==> src/rtl/counter_pkg.sv <==
// Shared constants and helpers for the modulo-N event counter family.
package counter_pkg;

  localparam int EDGE_FALL = 0;
  localparam int EDGE_RISE = 1;
  localparam int MODE_SAT  = 0;
  localparam int MODE_WRAP = 1;

  // Saturating clamp of a load value into the legal count range 0..modulus-1.
  function automatic logic [31:0] clamp_mod(input logic [31:0] value, input logic [31:0] modulus);
    return (value >= modulus) ? (modulus - 32'd1) : value;
  endfunction

endpackage

==> src/rtl/edge_detect.sv <==
// Single-input clock-synchronous edge detector with selectable polarity.
module edge_detect
  import counter_pkg::*;
#(
  parameter int EDGE = EDGE_FALL
) (
  input  logic clk,
  input  logic Reset,
  input  logic din,
  output logic ev
);

  logic din_q, din_d;

  // Reset also loads the live input so a level held across release is not an edge.
  always_comb din_d = din;

  always_ff @(posedge clk) begin
    din_q <= din_d;
  end

  always_comb begin
    ev = 1'b0;
    if (!Reset) begin
      if (EDGE == EDGE_RISE) ev = ~din_q & din;
      else                   ev = din_q & ~din;
    end
  end

endmodule

==> src/rtl/mod_n_event_counter.sv <==
// Up/down modulo-N event counter with load, wrap or saturate, and cascade pulses.
module mod_n_event_counter
  import counter_pkg::*;
#(
  parameter int WIDTH   = 4,
  parameter int MODULUS = 10,
  parameter int WRAP    = MODE_WRAP,
  parameter int EDGE    = EDGE_FALL
) (
  input  logic             clk,
  input  logic             Reset,
  input  logic             Add,
  input  logic             Sub,
  input  logic             Load,
  input  logic [WIDTH-1:0] Load_val,
  output logic [WIDTH-1:0] Cnt,
  output logic             Cnt_tc,
  output logic             Cnt_zero,
  output logic             Carry,
  output logic             Borrow
);

  if (WIDTH < 1 || WIDTH > 16 || MODULUS < 2 || MODULUS > (1 << WIDTH)) begin : g_bad_params
    $error("mod_n_event_counter: illegal WIDTH/MODULUS combination");
  end

  // Terminal count compared one bit wider so MODULUS == 2**WIDTH needs no special case.
  localparam logic [WIDTH:0]   MAX_EXT = (WIDTH+1)'(MODULUS - 1);
  localparam logic [WIDTH-1:0] MAX_CNT = WIDTH'(MODULUS - 1);

  logic             up_ev, down_ev;
  logic [WIDTH-1:0] cnt_q, cnt_d;
  logic             carry_q, carry_d;
  logic             borrow_q, borrow_d;
  logic             at_top, at_zero;

  edge_detect #(.EDGE(EDGE)) u_add_edge (
    .clk   (clk),
    .Reset (Reset),
    .din   (Add),
    .ev    (up_ev)
  );

  edge_detect #(.EDGE(EDGE)) u_sub_edge (
    .clk   (clk),
    .Reset (Reset),
    .din   (Sub),
    .ev    (down_ev)
  );

  assign at_top  = ({1'b0, cnt_q} == MAX_EXT);
  assign at_zero = (cnt_q == '0);

  always_comb begin
    cnt_d    = cnt_q;
    carry_d  = 1'b0;
    borrow_d = 1'b0;
    if (Load) begin
      cnt_d = WIDTH'(clamp_mod(32'(Load_val), 32'(MODULUS)));
    end else if (up_ev && !down_ev) begin
      if (!at_top) begin
        cnt_d = cnt_q + 1'b1;
      end else if (WRAP == MODE_WRAP) begin
        cnt_d   = '0;
        carry_d = 1'b1;
      end
    end else if (down_ev && !up_ev) begin
      if (!at_zero) begin
        cnt_d = cnt_q - 1'b1;
      end else if (WRAP == MODE_WRAP) begin
        cnt_d    = MAX_CNT;
        borrow_d = 1'b1;
      end
    end
  end

  always_ff @(posedge clk) begin
    if (Reset) begin
      cnt_q    <= '0;
      carry_q  <= 1'b0;
      borrow_q <= 1'b0;
    end else begin
      cnt_q    <= cnt_d;
      carry_q  <= carry_d;
      borrow_q <= borrow_d;
    end
  end

  assign Cnt      = cnt_q;
  assign Cnt_tc   = at_top;
  assign Cnt_zero = at_zero;
  assign Carry    = carry_q;
  assign Borrow   = borrow_q;

endmodule

==> config.mk <==
export PLATFORM = sky130hd
export DESIGN_NAME = mod_n_event_counter
export DESIGN_NICKNAME = d
export VERILOG_FILES = /design/src/rtl/counter_pkg.sv /design/src/rtl/edge_detect.sv /design/src/rtl/mod_n_event_counter.sv
export SDC_FILE = /design/constraint.sdc
export NUM_CORES = 1
export LEC_CHECK = 0
export ABC_AREA = 1
export CAP_MARGIN = 20
export CORE_AREA = 3 3 40 42
export DETAILED_ROUTE_END_ITERATION = 8
export DIE_AREA = 0 0 43 45
export GPL_ROUTABILITY_DRIVEN = 0
export HOLD_SLACK_MARGIN = 0.08
export PLACE_DENSITY_LB_ADDON = 0.12
export REMOVE_ABC_BUFFERS = 1
export SETUP_SLACK_MARGIN = 0.02
export SKIP_LAST_GASP = 1
export SYNTH_ARGS = -nofsm -noshare
export SYNTH_HDL_FRONTEND = slang
export SYNTH_SLANG_ARGS = --single-unit
==> constraint.sdc <==
create_clock -name clk -period 0.98 [get_ports clk]
set_input_delay 0.245 -clock clk [delete_from_list [all_inputs] [get_ports clk]]
set_output_delay 0.245 -clock clk [all_outputs]
set_load 0.03 [all_outputs]
==> impl_metrics.py <==
metrics = {
    "outcome": {
        "run_status": "finished, violations left",
        "violations_in_the_final_reports": "negative setup slack",
    },
    "clock_tree": {
        "cts_hold_repair.buffers": 0,
        "worstSkewPairLatency_ps": 260,
        "clock_path_buffers": 2,
        "root_buffer": "sky130_fd_sc_hd__clkbuf_4",
        "h-tree-depth": 1,
        "clkTransAtPathRegs_ps": 50,
        "clock_sink_count": 8,
        "cts_tree": "done",
        "cts-buffers-inserted": 3,
    },
    "detailed_routing": {
        "violation_count_after_the_first_detailed_routing_iteration": 8,
        "drt-vias-per-instance": 4.83,
        "drt.antenna.violating_nets": 0,
        "totalWireLength_um": 1770,
        "remaining_drc_errors": 0,
        "drt_pre_antenna_iters": 4,
        "num_vias": 667,
        "wire_length_per_cell_after_detailed_routing_um": 12.8,
    },
    "finish": {
        "final_cell_area_mm2": 0.00102,
        "drive_gt1_frac": 0.618,
        "antenna_cells": 0,
        "layout_common_cells": "17 x sky130_fd_sc_hd__buf_6, 14 x sky130_fd_sc_hd__nand2_1, 14 x sky130_fd_sc_hd__buf_4",
        "stdcell_count": 138,
        "synthToLayoutAreaGrowth_pct": 113,
        "layout.nets": 134,
        "most_common_library_cell_in_the_layout_ignoring_fill_and_taps": "sky130_fd_sc_hd__buf_6",
    },
    "global_route": {
        "gr-total-overflow": 0,
        "grt_first_pass_wirelength_um": 2600,
        "grt_antenna_before_repair": 0,
        "grt_pass1_vias": 650,
        "gr-usage-all-layers": 0.188,
        "grt_start_max_net_pins": 9,
    },
    "timing": {
        "final_max_slew_viol_count": 0,
        "min_period_over_period": 1.36,
        "rsz0062_at_grt": "true",
        "timing.max_slew.rel_slack": 0.802,
        "final-hold-violation-count": 0,
        "timing.final.crit_period_ps": 1330,
        "timing.final.ws_setup_ps": -353,
        "max_slew.worst_pin.slew_ps": 295,
        "clock_skew_ps": 2.46,
        "max_clock_freq_mhz": 750,
        "setup-violations-final": 10,
    },
    "placement": {
        "place.detailed.instances": 125,
        "pre_cts_setup_slack_ps": -612,
        "numPortBuffers": 16,
        "dpl.hpwl_um": 992,
        "dpl-instance-area_um2": 736,
    },
    "floorplan": {
        "fp.dieArea_mm2": 0.00194,
        "ioPinCount": 17,
        "floorplan.die.width_um": 43,
        "core_region_area_mm2": 0.00128,
        "die_h_um": 45,
        "initial_utilization": 0.373,
        "core.rowCount": 13,
    },
    "power": {
        "power.leakage_uw": 0.000494,
        "power.ir.vdd_worst_mv": 0.969,
        "power_per_cell_area_mw_per_mm2": 1150,
    },
    "yosys": {
        "mappedNetlistArea_um2": 479,
        "yosys_register_bits": 8,
        "synth_warnings": 0,
        "gate_count_of_the_mapped_netlist": 81,
        "yosysUniqueCellTypes": 16,
        "synth_area_per_cell_um2": 5.92,
        "yosysSeqAreaShare": 0.334,
    },
    "run": {
        "cap_viol_max_count": 0,
    },
    "min_path": {
        "hold_class": "in -> reg",
    },
    "setup_path": {
        "critPathKind": "reg -> out",
        "required_worst_endpoint_ps": 730,
        "timing.critical_path.fanout_max": 3,
        "crit_arrival_ps": 1090,
        "timing.critical_path.from_type": "flip-flop",
        "type_of_destination_of_the_critical_path": "primary output",
    },
}
[per-layer routing]
layer  track usage  part of all wire  wire length, um
met1         0.181              0.40              707
met2         0.362              0.53              943
met3        0.0598             0.058              102
met4        0.0904            0.0096               17
met5             0                 0                0
[synthesized netlist by cell type]
library cell	n	area share
sky130_fd_sc_hd__inv_1	8	0.063
sky130_fd_sc_hd__nand2_2	1	0.013
sky130_fd_sc_hd__o21ai_1	3	0.031
sky130_fd_sc_hd__a211oi_1	1	0.016
sky130_fd_sc_hd__nor2_4	1	0.023
sky130_fd_sc_hd__o21ai_0	4	0.042
sky130_fd_sc_hd__nand3_1	6	0.063
sky130_fd_sc_hd__nand2_1	22	0.17
sky130_fd_sc_hd__nor2_1	15	0.12
sky130_fd_sc_hd__nor2_2	2	0.026
sky130_fd_sc_hd__inv_2	4	0.031
sky130_fd_sc_hd__dfxtp_1	8	0.33
sky130_fd_sc_hd__nor3_1	2	0.021
sky130_fd_sc_hd__xor2_1	1	0.018
sky130_fd_sc_hd__clkinv_1	1	0.0078
sky130_fd_sc_hd__a21oi_1	2	0.021
[critical path, stage by stage, from the launching register on]
cell                      delay (ps)
sky130_fd_sc_hd__dfxtp_4         370
sky130_fd_sc_hd__inv_4            60
sky130_fd_sc_hd__nand2_4          50
sky130_fd_sc_hd__nor2_4           90
sky130_fd_sc_hd__nand2_2          80
sky130_fd_sc_hd__inv_2            60
sky130_fd_sc_hd__buf_6           120
[flip-flops by register name, summed over array words and instances (netlist names)]
register	flops
u_add_edge.din_q	1
Carry	1
Borrow	1
Cnt	4
u_sub_edge.din_q	1
[report_power, final]
| group | total (uW) | leakage [uW] | switching [uW] | internal (uW) |
|---|---|---|---|---|
| Sequential | 385 | 0.0000697 | 36.9 | 349 |
| Combinational | 524 | 0.000410 | 263 | 261 |
| Clock | 262 | 0.0000138 | 121 | 141 |
| Total | 1170 | 0.000494 | 420 | 751 |
[stage by stage]
stage | total power, uW | hold slack [ps] | setup TNS (ps) | util
2_1_floorplan | 557 | 273 | -1400 | -
3_3_place_gp | 713 | 579 | -3140 | 0.573
3_5_place_dp | 717 | 577 | -3430 | 0.573
4_1_cts | 1080 | 265 | -2020 | 0.716
5_1_grt | 1230 | 247 | -2800 | 0.796
6_report | 1170 | 257 | -2140 | 0.796
[path summary, 6_finish.rpt]
| path | slack [ps] | to | start | depth (start not counted) |
|---|---|---|---|---|
| worst min-delay path | 260 | u_add_edge.din_q | Add | 1 |
| worst max register to register | -210 | Cnt[3] | Cnt[3] | 6 |
| worst min register to register | 640 | Carry | Cnt[0] | 3 |
| worst max-delay path | -350 | Cnt_tc | Cnt[2] | 6 |
[cell families (layout without fill, tap and decap cells)]
kind of cell	count (synthesis)	after routing	synth area share
AO/OA/AOI/OAI	10	10	0.110
AND/OR/NAND/NOR	49	49	0.436
flip-flops	8	8	0.334
XOR/XNOR	1	1	0.0183
buffers and inverters	13	55	0.102
[layout make-up]
class	count	area, um^2
inverters	13	51.3
clock buffers	3	22.5
repair buffers	39	372
multi-input cells	60	378
flip-flops and latches	8	180
fillers	96	263
well taps	15	18.8
[timing repair]
item	CTS	global route
endpoints found under the hold margin	0	0
setup buffers	8	4
pin swaps	10	11
setup endpoints to repair	12	14
resized for setup	41	30
Note: power is estimated with default switching activity, not from simulation.
